File: src/rtl/alu_issue.sv
// Issue/writeback sequencer for a registered RV32I ALU (ADD/SUB/XOR/OR/AND and immediate forms).
// Holds a 32x32 register file and runs each instruction serially: IDLE -> EXEC -> WB.
module alu_issue (
  input  logic        clk,
  input  logic        rst,
  input  logic        instr_valid,
  output logic        instr_ready,
  input  logic [31:0] instr,
  output logic [2:0]  alu_funct3,
  output logic [6:0]  alu_funct7,
  output logic [31:0] alu_rs1,
  output logic [31:0] alu_rs2,
  input  logic [31:0] alu_rd,
  output logic        wb_valid,
  output logic [4:0]  wb_addr,
  output logic [31:0] wb_data,
  output logic        illegal,
  input  logic [4:0]  dbg_addr,
  output logic [31:0] dbg_data
);

  localparam int unsigned XLEN    = 32;
  localparam int unsigned NREGS   = 32;
  localparam logic [6:0]  OP_REG  = 7'b0110011;
  localparam logic [6:0]  OP_IMM  = 7'b0010011;
  localparam logic [6:0]  F7_ALT  = 7'b0100000;

  typedef enum logic [1:0] {IDLE, EXEC, WB} state_e;

  state_e          state_q, state_d;
  logic [2:0]      f3_q, f3_d;
  logic [6:0]      f7_q, f7_d;
  logic [XLEN-1:0] rs1_q, rs1_d;
  logic [XLEN-1:0] rs2_q, rs2_d;
  logic [4:0]      rd_q, rd_d;
  logic            illegal_q, illegal_d;
  logic [XLEN-1:0] regs_q [NREGS];

  logic [6:0]      opcode;
  logic [2:0]      f3;
  logic [6:0]      f7;
  logic            f3_ok, is_r, is_i;
  logic [XLEN-1:0] src1, src2, imm;

  // Decode the incoming word and read its source registers.
  always_comb begin
    opcode = instr[6:0];
    f3     = instr[14:12];
    f7     = instr[31:25];
    f3_ok  = (f3 == 3'b000) || (f3 == 3'b100) || (f3 == 3'b110) || (f3 == 3'b111);
    is_r   = (opcode == OP_REG) && f3_ok &&
             ((f7 == 7'b0) || ((f7 == F7_ALT) && (f3 == 3'b000)));
    is_i   = (opcode == OP_IMM) && f3_ok;
    imm    = {{20{instr[31]}}, instr[31:20]};
    src1   = (instr[19:15] == 5'd0) ? '0 : regs_q[instr[19:15]];
    src2   = (instr[24:20] == 5'd0) ? '0 : regs_q[instr[24:20]];
  end

  // Next-state and latched-operand logic.
  always_comb begin
    state_d   = state_q;
    f3_d      = f3_q;
    f7_d      = f7_q;
    rs1_d     = rs1_q;
    rs2_d     = rs2_q;
    rd_d      = rd_q;
    illegal_d = 1'b0;
    case (state_q)
      IDLE: begin
        if (instr_valid) begin
          if (is_r || is_i) begin
            state_d = EXEC;
            f3_d    = f3;
            f7_d    = is_r ? f7 : 7'b0;
            rs1_d   = src1;
            rs2_d   = is_r ? src2 : imm;
            rd_d    = instr[11:7];
          end else begin
            illegal_d = 1'b1;
          end
        end
      end
      EXEC:    state_d = WB;
      WB:      state_d = IDLE;
      default: state_d = IDLE;
    endcase
  end

  // State, operand and register-file update; rd = 0 writes are dropped.
  always_ff @(posedge clk) begin
    if (rst) begin
      state_q   <= IDLE;
      f3_q      <= '0;
      f7_q      <= '0;
      rs1_q     <= '0;
      rs2_q     <= '0;
      rd_q      <= '0;
      illegal_q <= 1'b0;
      for (int i = 0; i < int'(NREGS); i++) regs_q[i] <= '0;
    end else begin
      state_q   <= state_d;
      f3_q      <= f3_d;
      f7_q      <= f7_d;
      rs1_q     <= rs1_d;
      rs2_q     <= rs2_d;
      rd_q      <= rd_d;
      illegal_q <= illegal_d;
      if ((state_q == WB) && (rd_q != 5'd0)) regs_q[rd_q] <= alu_rd;
    end
  end

  // Outputs: ALU operands straight from their holding registers, handshake decoded from state.
  always_comb begin
    instr_ready = (state_q == IDLE);
    alu_funct3  = f3_q;
    alu_funct7  = f7_q;
    alu_rs1     = rs1_q;
    alu_rs2     = rs2_q;
    wb_valid    = (state_q == WB);
    wb_addr     = rd_q;
    wb_data     = (state_q == WB) ? alu_rd : '0;
    illegal     = illegal_q;
    dbg_data    = (dbg_addr == 5'd0) ? '0 : regs_q[dbg_addr];
  end

endmodule

File: config.mk
export PLATFORM = sky130hd
export DESIGN_NAME = alu_issue
export DESIGN_NICKNAME = d
export VERILOG_FILES = /design/src/rtl/alu_issue.sv
export SDC_FILE = /design/constraint.sdc
export NUM_CORES = 2
export LEC_CHECK = 0
export CAP_MARGIN = 30
export CORE_UTILIZATION = 55
export CTS_CLUSTER_DIAMETER = 120
export DETAILED_ROUTE_END_ITERATION = 8
export DONT_BUFFER_PORTS = 1
export PLACE_DENSITY = 0.7
export SETUP_SLACK_MARGIN = 0.2
export SLEW_MARGIN = 40
export SYNTH_ARGS = -nofsm -noshare
export SYNTH_HDL_FRONTEND = slang
export SYNTH_SLANG_ARGS = --single-unit
File: constraint.sdc
create_clock -name clk -period 9.1 [get_ports clk]
set_clock_uncertainty 0.15 [all_clocks]
set_input_delay 1.82 -clock clk [delete_from_list [all_inputs] [get_ports clk]]
set_output_delay 1.82 -clock clk [all_outputs]
set_load 0.01 [all_outputs]
==> flow_metrics.tcl <==
set metrics [dict create \
    status "finished clean" \
    met3_usage_pct 16.2 \
    drt_iter0_markers 8674 \
    rsz0062_at_grt "false" \
    routed_wl_mm 247 \
    synthArstFlopShare_pct 0 \
    clk_pin_slew_ps 60 \
    cp.arrival_ps 4790 \
    drive_above_1_share_pct 29.7 \
    start_util_pct 55.6 \
    grt_max_degree 306 \
    die_w_um 348 \
    cts_root_buf "clkbuf_16" \
    port_buffers 0 \
    cpMostUsedCell "buf_16" \
    finalSetupTns_ps 0 \
    max-vdd-ir-drop_uv 161 \
    via_count 44900 \
    ys_ff_latch 1106 \
    tritoncts "done" \
    drc 0 \
    tightest_slew_ps 1070 \
    gr-usage-met2_pct 58.5 \
    ios 218 \
    overflow 0 \
    num_rows 126 \
    timing.hold.ws_ps 330 \
    die_area_sq_mm 0.121 \
    syn_area_per_cell_sq_um 15.2 \
    syn_inst 4321 \
    crit_path_top_delay_cell "buf_16" \
    ant_nets 0 \
    ys.warnings.count 0 \
    critPathKind "primary input to output port" \
    synth.top_cell.area_share_pct 46.8 \
    viasPerCell 7.80 \
    core_sq_mm 0.118 \
    synth_edf_count 1024 \
    slew_viol_final 0 \
    cts_setup_buffers 0 \
    numPlacedInstances 5498 \
    synth_ff_type "edfxtp_1" \
    worstHoldPathType "register to register" \
    yosysUniqueCellTypes 58 \
    crit_fanout 129 \
    syn_area_sq_mm 0.0657 \
    dp_hpwl_mm 127 \
    final-hold-violation-count 0 \
    hold_buffers 0 \
    clk_latency_ps 730 \
    worstPathRequired_ps 7130 \
    crit_buf_inv 2 \
    netlist_top_cells_area "edfxtp_1, mux4_2, and2_1" \
    ctsResizeCount 0 \
    wl_per_cell_um 42.9 \
    period_share_pct 74.3 \
    cts_buffer_depth 3 \
    dr.pass1.iters 6 \
    finalCriticalPeriod_ps 6760 \
    yosysSeqAreaShare_pct 49.3 \
    cts_made_buffers 119 \
    htreeDepth 3 \
    area_growth_pct 7.67 \
    path_delay_family "buffers and inverters" \
    grt_pass1_wl_mm 340 \
    worst_setup_path_start_kind "primary input" \
    clock.fmax_mhz 148 \
    synth_area_leader_cell "edfxtp_1" \
    max_slew_margin_pct 28.7 \
    p_per_area_mw_per_mm2 168 \
    slowest_delay_ps 760 \
    grt_pass1_vias 42700 \
    use_met1_pct 54.0 \
    grt.busiest_layer "met2" \
    drv_cap 0 \
    nNetsFinal 4161 \
    grt_util_all_layers_pct 41.0 \
    fill_cells 8785 \
    setup_viol 0 \
    gp_congestion 0.869 \
    p_leak_nw 24.9 \
    end_kind "output port" \
    cts.sinks 1106 \
    antenna_found_initial 33 \
    die_h_um 348 \
    fin_cells 5760 \
    path_cells "buf_16, buf_16, mux4_2, mux2_2, a221oi_1, nor3_2" \
]
==> cell usage in the layout, fill, tap and decap left out, types with 6 or more instances in the layout <==
cell type,instances
a211o_1,18
a21oi_1,58
a221o_1,9
a221oi_1,29
a22oi_1,11
a31oi_1,9
and2_1,1032
buf_12,9
buf_16,13
buf_4,75
clkbuf_1,35
clkbuf_16,124
clkbuf_8,10
clkinv_1,23
clkinv_2,23
conb_1,32
dfxtp_1,80
diode_2,33
edfxtp_1,1024
mux2_2,93
mux2i_1,210
mux4_2,791
nand2_1,66
nand2b_1,6
nand3_1,94
nor2_1,26
nor2_4,32
nor3_1,26
nor3_2,8
o21ai_0,7
o21ai_1,19
o21bai_1,9
o221ai_1,39
o22ai_1,34
or2_2,20
or2_4,12
==> where the power goes <==
group	internal [W]	switching, W	leakage (nW)
registers	0.00571	0.000124	11.2
clock network	0.00267	0.00210	1.84
logic	0.000657	0.000627	11.8
==> final timing paths <==
kind,from,to,slack (ps),cells after the start
setup / recovery,dbg_addr[0],dbg_data[1],2340,6
setup reg to reg,wb_addr[3]$_SDFFE_PP0P_,regs_q[12][12]$_SDFFCE_PN0P_,4940,7
hold reg to reg,state_q[1]$_SDFFE_PP0P_,state_q[1]$_SDFFE_PP0P_,330,1
hold / removal,state_q[1]$_SDFFE_PP0P_,state_q[1]$_SDFFE_PP0P_,330,1
==> state kept, by name, summed over array words and instances, names as in the netlist <==
name	flops
alu_rs1	32
state_q	2
wb_addr	5
alu_funct7	7
illegal	1
alu_funct3	3
regs_q	1024
alu_rs2	32
==> Yosys cell counts (all sizes together), types with 5 or more instances <==
library cell / n
a211o: 18
a21oi: 59
a221o: 9
a221oi: 30
a22oi: 11
a31oi: 10
and2: 1032
buf: 169
clkbuf: 313
dfxtp: 82
edfxtp: 1024
inv: 5
mux2: 93
mux2i: 211
mux4: 791
nand2: 67
nand2b: 7
nand3: 95
nand3b: 5
nor2: 58
nor3: 34
nor4: 6
o21ai: 26
o21bai: 9
o221ai: 39
o22ai: 34
o31ai: 5
or2: 32
or3b: 5
==> per-stage QoR <==
stage | worst slack (ps) | util, % | total power (W) | instance area [sq um]
after floorplan | 3600 | - | 0.00693 | 65800
after global placement | 2960 | 56.1 | 0.00705 | 66300
after detailed placement | 3100 | 56.5 | 0.00709 | 66800
after CTS | 3080 | 59.6 | 0.0117 | 70500
after global routing | 2240 | 59.8 | 0.0121 | 70700
final | 2340 | 59.8 | 0.0119 | 70800
==> cell type report <==
class	instances	area [sq um]	area share, %
antenna	33	82.6	0.117
tap	1536	1920	2.72
multi-input combinational	2759	31500	44.5
inverter	5	21.3	0.0301
sequential	1106	32400	45.8
clock inverter	54	363	0.513
timing repair buffer	98	1110	1.57
clock buffer	169	3370	4.77
==> layer usage <==
layer | routed length [um] | part of all wire [%]
met1 | 82100 | 33
met5 | 83 | 0.034
met2 | 107000 | 43
met3 | 43400 | 18
met4 | 14600 | 5.9
==> kinds of logic after synthesis <==
group,synth area share [%]
compound gates,2.93
flops,49.3
mux,31.9
buf+inv,3.57
simple gates,12.3
other cells,0.00571
Power figures use the tool's default switching activity.
